===== src/rtl/alu_reservation_station_if.sv =====
// Decoder->ALU dispatch, dual CDB snoop and ALU issue bundle for the reservation station.
// master = decoder/CDB/execute side, slave = reservation station.
interface alu_reservation_station_if #(
    parameter int DATA_W = 32,
    parameter int TAG_W  = 4,
    parameter int OP_W   = 6,
    parameter int ADDR_W = 32
);
    localparam int DISP_W = TAG_W - 1 + 2 * (TAG_W + DATA_W) + OP_W;

    logic              alu_en;
    logic [DISP_W-1:0] alu_data;
    logic [ADDR_W-1:0] alu_pc;
    logic              flush;

    logic              cdb0_valid;
    logic [TAG_W-1:0]  cdb0_tag;
    logic [DATA_W-1:0] cdb0_data;
    logic              cdb1_valid;
    logic [TAG_W-1:0]  cdb1_tag;
    logic [DATA_W-1:0] cdb1_data;

    logic              rs_full;
    logic              ex_valid;
    logic [OP_W-1:0]   ex_op;
    logic [DATA_W-1:0] ex_a;
    logic [DATA_W-1:0] ex_b;
    logic [ADDR_W-1:0] ex_pc;
    logic [TAG_W-1:0]  ex_dest;

    modport master (
        output alu_en, alu_data, alu_pc, flush,
        output cdb0_valid, cdb0_tag, cdb0_data, cdb1_valid, cdb1_tag, cdb1_data,
        input  rs_full, ex_valid, ex_op, ex_a, ex_b, ex_pc, ex_dest
    );

    modport slave (
        input  alu_en, alu_data, alu_pc, flush,
        input  cdb0_valid, cdb0_tag, cdb0_data, cdb1_valid, cdb1_tag, cdb1_data,
        output rs_full, ex_valid, ex_op, ex_a, ex_b, ex_pc, ex_dest
    );
endinterface


===== src/rtl/alu_reservation_station.sv =====
// ALU reservation station: buffers DEPTH dispatched ops, wakes operands from two CDBs, issues oldest-index ready op.
// Latency: ready dispatch -> ex_valid two edges later; CDB wakeup -> ex_valid two edges after the broadcast.
// Backpressure: registered rs_full stalls the decoder; alu_en while full is dropped.
module alu_reservation_station #(
    parameter int DEPTH  = 8,
    parameter int DATA_W = 32,
    parameter int TAG_W  = 4,
    parameter int OP_W   = 6,
    parameter int ADDR_W = 32
) (
    input  logic                      clk,
    input  logic                      rst,
    alu_reservation_station_if.slave  rs_if
);
    localparam int IDX_W = $clog2(DEPTH);
    localparam int CNT_W = $clog2(DEPTH) + 1;
    localparam logic [TAG_W-1:0] TAG_FREE = {1'b1, {(TAG_W-1){1'b0}}};

    typedef struct packed {
        logic [TAG_W-1:0]  tag;
        logic [DATA_W-1:0] val;
    } opnd_t;

    // Field order mirrors the decoder packing, op in the LSBs.
    typedef struct packed {
        logic [TAG_W-2:0] rob_idx;
        opnd_t            src2;
        opnd_t            src1;
        logic [OP_W-1:0]  op;
    } disp_t;

    typedef struct packed {
        logic              vld;
        logic [OP_W-1:0]   op;
        logic [ADDR_W-1:0] pc;
        logic [TAG_W-1:0]  dest;
        opnd_t             src1;
        opnd_t             src2;
    } entry_t;

    entry_t            ent_q [DEPTH];
    entry_t            ent_n [DEPTH];
    logic [CNT_W-1:0]  cnt_q;
    logic [CNT_W-1:0]  cnt_n;
    logic              rs_full_q;

    logic              ex_valid_q;
    logic [OP_W-1:0]   ex_op_q;
    logic [DATA_W-1:0] ex_a_q;
    logic [DATA_W-1:0] ex_b_q;
    logic [ADDR_W-1:0] ex_pc_q;
    logic [TAG_W-1:0]  ex_dest_q;

    disp_t             disp;
    logic              cdb0_ok;
    logic              cdb1_ok;
    logic              iss_vld;
    logic [IDX_W-1:0]  iss_idx;
    logic              free_found;
    logic [IDX_W-1:0]  free_idx;
    logic              dispatch;

    assign disp     = rs_if.alu_data;
    // A broadcast carrying the free tag can never name a producer.
    assign cdb0_ok  = rs_if.cdb0_valid & ~rs_if.cdb0_tag[TAG_W-1];
    assign cdb1_ok  = rs_if.cdb1_valid & ~rs_if.cdb1_tag[TAG_W-1];
    assign dispatch = rs_if.alu_en & ~rs_full_q & ~rs_if.flush & free_found;

    function automatic opnd_t wake(
        input opnd_t             o,
        input logic              v0,
        input logic [TAG_W-1:0]  t0,
        input logic [DATA_W-1:0] d0,
        input logic              v1,
        input logic [TAG_W-1:0]  t1,
        input logic [DATA_W-1:0] d1
    );
        opnd_t r;
        r = o;
        if (!o.tag[TAG_W-1]) begin
            if (v0 && (o.tag == t0)) begin
                r.tag = TAG_FREE;
                r.val = d0;
            end else if (v1 && (o.tag == t1)) begin
                r.tag = TAG_FREE;
                r.val = d1;
            end
        end
        return r;
    endfunction

    // Select and free-slot search both look only at registered state.
    always_comb begin
        iss_vld    = 1'b0;
        iss_idx    = '0;
        free_found = 1'b0;
        free_idx   = '0;
        for (int i = 0; i < DEPTH; i++) begin
            if (!iss_vld && ent_q[i].vld &&
                ent_q[i].src1.tag[TAG_W-1] && ent_q[i].src2.tag[TAG_W-1]) begin
                iss_vld = 1'b1;
                iss_idx = IDX_W'(i);
            end
            if (!free_found && !ent_q[i].vld) begin
                free_found = 1'b1;
                free_idx   = IDX_W'(i);
            end
        end
    end

    always_comb begin
        for (int i = 0; i < DEPTH; i++) begin
            ent_n[i]      = ent_q[i];
            ent_n[i].src1 = wake(ent_q[i].src1, cdb0_ok, rs_if.cdb0_tag, rs_if.cdb0_data,
                                 cdb1_ok, rs_if.cdb1_tag, rs_if.cdb1_data);
            ent_n[i].src2 = wake(ent_q[i].src2, cdb0_ok, rs_if.cdb0_tag, rs_if.cdb0_data,
                                 cdb1_ok, rs_if.cdb1_tag, rs_if.cdb1_data);
        end
        cnt_n = cnt_q + CNT_W'(dispatch) - CNT_W'(iss_vld);

        if (iss_vld) begin
            ent_n[iss_idx].vld = 1'b0;
        end

        // The issuing slot is valid, so it never collides with free_idx.
        if (dispatch) begin
            ent_n[free_idx].vld  = 1'b1;
            ent_n[free_idx].op   = disp.op;
            ent_n[free_idx].pc   = rs_if.alu_pc;
            ent_n[free_idx].dest = {1'b0, disp.rob_idx};
            ent_n[free_idx].src1 = wake(disp.src1, cdb0_ok, rs_if.cdb0_tag, rs_if.cdb0_data,
                                        cdb1_ok, rs_if.cdb1_tag, rs_if.cdb1_data);
            ent_n[free_idx].src2 = wake(disp.src2, cdb0_ok, rs_if.cdb0_tag, rs_if.cdb0_data,
                                        cdb1_ok, rs_if.cdb1_tag, rs_if.cdb1_data);
        end

        if (rs_if.flush) begin
            for (int i = 0; i < DEPTH; i++) begin
                ent_n[i].vld = 1'b0;
            end
            cnt_n = '0;
        end
    end

    always_ff @(posedge clk or posedge rst) begin
        if (rst) begin
            for (int i = 0; i < DEPTH; i++) begin
                ent_q[i] <= '0;
            end
            cnt_q      <= '0;
            rs_full_q  <= 1'b0;
            ex_valid_q <= 1'b0;
            ex_op_q    <= '0;
            ex_a_q     <= '0;
            ex_b_q     <= '0;
            ex_pc_q    <= '0;
            ex_dest_q  <= TAG_FREE;
        end else begin
            ent_q      <= ent_n;
            cnt_q      <= cnt_n;
            rs_full_q  <= (cnt_n == CNT_W'(DEPTH));
            ex_valid_q <= iss_vld & ~rs_if.flush;
            if (iss_vld && !rs_if.flush) begin
                ex_op_q   <= ent_q[iss_idx].op;
                ex_a_q    <= ent_q[iss_idx].src1.val;
                ex_b_q    <= ent_q[iss_idx].src2.val;
                ex_pc_q   <= ent_q[iss_idx].pc;
                ex_dest_q <= ent_q[iss_idx].dest;
            end
        end
    end

    assign rs_if.rs_full  = rs_full_q;
    assign rs_if.ex_valid = ex_valid_q;
    assign rs_if.ex_op    = ex_op_q;
    assign rs_if.ex_a     = ex_a_q;
    assign rs_if.ex_b     = ex_b_q;
    assign rs_if.ex_pc    = ex_pc_q;
    assign rs_if.ex_dest  = ex_dest_q;
endmodule


===== src/flat_wrapper.sv =====
// flat-port wrapper written by rule: the top's interface ports become plain ports
module alu_reservation_station_flat 
#(
    parameter int DEPTH  = 8,
    parameter int DATA_W = 32,
    parameter int TAG_W  = 4,
    parameter int OP_W   = 6,
    parameter int ADDR_W = 32
)
  (clk, rst, rs_if_alu_en, rs_if_alu_data, rs_if_alu_pc, rs_if_flush, rs_if_cdb0_valid, rs_if_cdb0_tag, rs_if_cdb0_data, rs_if_cdb1_valid, rs_if_cdb1_tag, rs_if_cdb1_data, rs_if_rs_full, rs_if_ex_valid, rs_if_ex_op, rs_if_ex_a, rs_if_ex_b, rs_if_ex_pc, rs_if_ex_dest);
  alu_reservation_station_if #(.DATA_W(DATA_W), .TAG_W(TAG_W), .OP_W(OP_W), .ADDR_W(ADDR_W)) rs_if_i ();
  input  logic clk;
  input  logic rst;
  input wire logic [$bits(rs_if_i.alu_en)-1:0] rs_if_alu_en;
  input wire logic [$bits(rs_if_i.alu_data)-1:0] rs_if_alu_data;
  input wire logic [$bits(rs_if_i.alu_pc)-1:0] rs_if_alu_pc;
  input wire logic [$bits(rs_if_i.flush)-1:0] rs_if_flush;
  input wire logic [$bits(rs_if_i.cdb0_valid)-1:0] rs_if_cdb0_valid;
  input wire logic [$bits(rs_if_i.cdb0_tag)-1:0] rs_if_cdb0_tag;
  input wire logic [$bits(rs_if_i.cdb0_data)-1:0] rs_if_cdb0_data;
  input wire logic [$bits(rs_if_i.cdb1_valid)-1:0] rs_if_cdb1_valid;
  input wire logic [$bits(rs_if_i.cdb1_tag)-1:0] rs_if_cdb1_tag;
  input wire logic [$bits(rs_if_i.cdb1_data)-1:0] rs_if_cdb1_data;
  output wire logic [$bits(rs_if_i.rs_full)-1:0] rs_if_rs_full;
  output wire logic [$bits(rs_if_i.ex_valid)-1:0] rs_if_ex_valid;
  output wire logic [$bits(rs_if_i.ex_op)-1:0] rs_if_ex_op;
  output wire logic [$bits(rs_if_i.ex_a)-1:0] rs_if_ex_a;
  output wire logic [$bits(rs_if_i.ex_b)-1:0] rs_if_ex_b;
  output wire logic [$bits(rs_if_i.ex_pc)-1:0] rs_if_ex_pc;
  output wire logic [$bits(rs_if_i.ex_dest)-1:0] rs_if_ex_dest;
  assign rs_if_i.alu_en = rs_if_alu_en;
  assign rs_if_i.alu_data = rs_if_alu_data;
  assign rs_if_i.alu_pc = rs_if_alu_pc;
  assign rs_if_i.flush = rs_if_flush;
  assign rs_if_i.cdb0_valid = rs_if_cdb0_valid;
  assign rs_if_i.cdb0_tag = rs_if_cdb0_tag;
  assign rs_if_i.cdb0_data = rs_if_cdb0_data;
  assign rs_if_i.cdb1_valid = rs_if_cdb1_valid;
  assign rs_if_i.cdb1_tag = rs_if_cdb1_tag;
  assign rs_if_i.cdb1_data = rs_if_cdb1_data;
  assign rs_if_rs_full = rs_if_i.rs_full;
  assign rs_if_ex_valid = rs_if_i.ex_valid;
  assign rs_if_ex_op = rs_if_i.ex_op;
  assign rs_if_ex_a = rs_if_i.ex_a;
  assign rs_if_ex_b = rs_if_i.ex_b;
  assign rs_if_ex_pc = rs_if_i.ex_pc;
  assign rs_if_ex_dest = rs_if_i.ex_dest;
  alu_reservation_station #(.DEPTH(DEPTH), .DATA_W(DATA_W), .TAG_W(TAG_W), .OP_W(OP_W), .ADDR_W(ADDR_W)) u_core (.clk(clk), .rst(rst), .rs_if(rs_if_i));
endmodule

===== config.mk =====
export PLATFORM = sky130hd
export DESIGN_NAME = alu_reservation_station_flat
export DESIGN_NICKNAME = d
export VERILOG_FILES = /design/src/rtl/alu_reservation_station_if.sv /design/src/rtl/alu_reservation_station.sv /design/src/flat_wrapper.sv
export SDC_FILE = /design/constraint.sdc
export NUM_CORES = 2
export LEC_CHECK = 0
export ABC_AREA = 1
export CAP_MARGIN = 15
export CORE_UTILIZATION = 30
export CTS_CLUSTER_DIAMETER = 40
export CTS_CLUSTER_SIZE = 12
export DETAILED_ROUTE_END_ITERATION = 8
export GPL_TIMING_DRIVEN = 0
export MAX_ROUTING_LAYER = met4
export PLACE_DENSITY = 0.44
export SLEW_MARGIN = 20
export SYNTH_ARGS = -nofsm -noshare
export SYNTH_HDL_FRONTEND = slang
export SYNTH_SLANG_ARGS = --single-unit
export TNS_END_PERCENT = 30

===== constraint.sdc =====
create_clock -name clk -period 82 [get_ports clk]
set_input_delay 24.6 -clock clk [delete_from_list [all_inputs] [get_ports clk]]
set_output_delay 24.6 -clock clk [all_outputs]
set_load 0.01 [all_outputs]

==> summary.txt <==
Placed design
  – # placed instances: 11.3k
  – Area post-placement: 67300 µm²
  – Routability cong.: 1.03
  – Port-buffer cells: 286
  – Worst Setup Slack post-DPL: 53.41 ns
  – DP Wirelength: 301 mm

Logic synthesis
  – Netlist area before placement: 60200 µm²
  – Synth Instances: 8304
  – Synth Net Count: 8500
  – Number of synthesis warnings: 0
  – Average cell area after synthesis: 7.25 µm²
  – Number of flops mapped to enable cells by yosys: 0
  – Number of synthesized register bits: 1024
  – Post-synthesis cell type count: 41
  – FFs w/ async S/R, synth: 1.00
  – Flip-flop cell with the highest count after synthesis: sky130_fd_sc_hd__dfrtp_1
  – Proportion of synthesized chip area in sequential cells: 0.426

Die
  – Placeable core region: 200000 µm²
  – Num rows: 164
  – DIE HEIGHT: 450 µm
  – Die Area: 203000 µm²
  – Starting density of the core: 0.302
  – Ports placed on the boundary: 299
  – Die width: 450 µm

Drt
  – Remaining routing DRC violations: 0
  – Antenna viol nets, final: 0
  – Count of TritonRoute iterations in the first routing pass: 7
  – Number of DRC markers after the initial detailed-route iteration: 9110
  – Per-cell routed wire length: 35.5 µm
  – Via-per-instance ratio: 5.85
  – Vias: 69.0k
  – Total wire length: 418 mm

Clock network
  – Num CTS Buffers: 282
  – Resized cells post-CTS: 0
  – Clock latency at the later pin of the worst-skew pair: 0.95 ns
  – CTS H-Tree Depth: 5
  – CTS tree: done
  – Number of buffers inserted for hold repair after clock tree synthesis: 0
  – Clock-pin slew reported for the worst setup and hold paths after clock tree synthesis: 0.05 ns
  – CTS max path bufs: 4
  – Setup repair bufs after CTS: 0
  – Clock tree root buffer cell: sky130_fd_sc_hd__clkbuf_16
  – Number of sinks driven by the clock tree: 1024

Global routing
  – Total routing resource utilization after global routing: 0.413
  – Total grt overflow: 0
  – Antenna violations before repair: 31
  – Via count of the first global-routing pass: 65.2k
  – Largest net degree at the start of global routing: 89
  – First-pass GRT wire length: 560 mm

Timing
  – Final setup fails: 0
  – Maximum achievable frequency: 35.9 MHz
  – Crit path time final: 27.89 ns
  – Total Neg Setup Slack: 0 ns
  – Slack of the critical path: 54.11 ns
  – Fin Clk Skew: 0.0441 ns
  – Final Hold Vio Count: 0
  – Tcrit/Tclk final: 0.340
  – Slew headroom: 0.0800
  – Number of max-slew violations in the final report: 0
  – Worst-Margin Slew: 1.38 ns
  – RSZ-0062 raised after global routing: false

Final layout
  – Most common cell after layout, fill and taps aside: sky130_fd_sc_hd__nand2_1
  – Finished Core Util: 0.385
  – Post-route non-filler standard cell count: 11.8k
  – Top library cells by usage in the layout, fill and taps aside: 1841 x sky130_fd_sc_hd__nand2_1, 1025 x sky130_fd_sc_hd__inv_1, 1023 x sky130_fd_sc_hd__dfrtp_1
  – Layout overhead on the synthesized area: 27.8%
  – Area of all placed cells without fillers: 77000 µm²
  – Fraction of layout instances using a drive strength above 1: 0.100
  – Number of nets in the layout: 9102

Worst setup path
  – Flop2flop setup slack: 77.48 ns
  – Kind of launch point of the worst setup path: input pin
  – Worst Path Arrival: 28.71 ns
  – Critical register-to-register path endpoint: u_core.rs_if.ex_b[11]
  – Worst flop-to-flop path startpoint: u_core.ent_q[531]
  – Critical path fanouts, max: 10
  – Worst reg2reg path depth: 11
  – Category of the worst setup path capture point: register
  – CP required: 82.82 ns
  – Kind of critical path: in -> reg

Power and ir drop
  – Worst ir drop on vdd: 0.0000215 V
  – Leakage: 0.0350 µW
  – Power Dens Cells: 33.8 nW/µm²

Min path
  – End point of the worst hold path: u_core.rs_if.ex_dest[3]
  – Origin of the worst min-delay path: u_core.rs_if.ex_dest[3]
  – WHS Path Cells: 2
  – Hold crit path type: reg -> reg

Status
  – Status: completed

Flow run
  – Number of maximum-capacitance violations: 0
## cell usage after synthesis (all sizes together), types with 47 or more instances
library cell | n | share of area
nand2 | 1846 | 0.12
clkbuf | 367 | 0.023
o211ai | 869 | 0.11
a21oi | 97 | 0.0081
buf | 359 | 0.032
nand3 | 823 | 0.069
nor2 | 542 | 0.034
inv | 1052 | 0.066
dfrtp | 1023 | 0.43
nand4 | 47 | 0.0049
nand3b | 70 | 0.0088
o21ai | 1081 | 0.090
## registers in the layout, indices dropped and copies added, names as in the netlist
name,flops
u_core.ent_q,912
u_core.rs_if.ex_a,32
u_core.rs_if.ex_b,32
u_core.rs_if.ex_pc,32
u_core.rs_if.ex_op,6
u_core.cnt_q,4
u_core.rs_if.ex_dest,4
u_core.rs_if.ex_valid,1
u_core.rs_if.rs_full,1
## stage by stage
step | power, µW | hold WS, ns
after CTS | 2590 | 0.450
final | 2600 | 0.444
after floorplan | 1200 | 0.444
after detailed placement | 1440 | 0.443
after global placement | 1430 | 0.432
after global routing | 2720 | 0.469
## how the worst max path moves through the flow
stage	start	endpoint	slack, ns	cells past startpoint
floorplan	rst	u_core.cnt_q[0]	28.59	1
detailed placement	rs_if_cdb1_tag[3]	u_core.ent_q[292]	53.41	11
CTS	rs_if_cdb1_tag[3]	u_core.ent_q[292]	54.35	11
global placement	rst	u_core.ent_q[820]	10.36	2
global route	rs_if_cdb1_tag[3]	u_core.ent_q[285]	54.24	10
finish	rs_if_cdb1_tag[3]	u_core.ent_q[292]	54.11	11
## report_power, final
| part | total [µW] | switching [µW] | internal [µW] |
|---|---|---|---|
| clock | 1150 | 358 | 790 |
| sequential | 780 | 95.0 | 685 |
| combinational | 672 | 387 | 285 |
## critical path, stage by stage
cell	delay, ns
sky130_fd_sc_hd__clkdlybuf4s50_1	0.51
sky130_fd_sc_hd__inv_1	0.07
sky130_fd_sc_hd__nand2_1	0.47
sky130_fd_sc_hd__a21oi_1	0.10
sky130_fd_sc_hd__nand3_1	0.38
sky130_fd_sc_hd__buf_2	0.56
sky130_fd_sc_hd__buf_2	0.69
sky130_fd_sc_hd__a21oi_1	0.17
sky130_fd_sc_hd__o21ai_0	0.56
sky130_fd_sc_hd__inv_1	0.34
sky130_fd_sc_hd__o21ai_0	0.24
## metal layers
layer	share of wire	wire, µm	global-route usage	up-vias
met3	0.091	38000	0.0863	1276
met5	0	0	-	-
met1	0.39	162000	0.497	34433
met2	0.44	183000	0.609	4534
met4	0.086	35900	0.305	0
li1	-	-	-	28783
## logic make-up after synthesis
| group | after synthesis | share of synthesized area |
|---|---|---|
| and+or+nand+nor | 3374 | 0.236 |
| AOI/OAI and AO/OA | 2055 | 0.207 |
| buffers and inverters | 1785 | 0.121 |
| DFF | 1024 | 0.426 |
| xor gates and xnor gates | 61 | 0.00887 |
| adders and majority gates | 5 | 0.00116 |
## final cells by class
type / count / area (µm²)
fill: 21321 / 123000
multi-input combinational: 5495 / 27300
sequential: 1024 / 25600
clock buffer: 368 / 8060
inverter: 1059 / 3990
timing repair buffer: 318 / 3660
buffer: 726 / 3390
tap: 2656 / 3320
clock inverter: 116 / 1540
antenna: 31 / 77.6
Power figures use the tool's default switching activity.
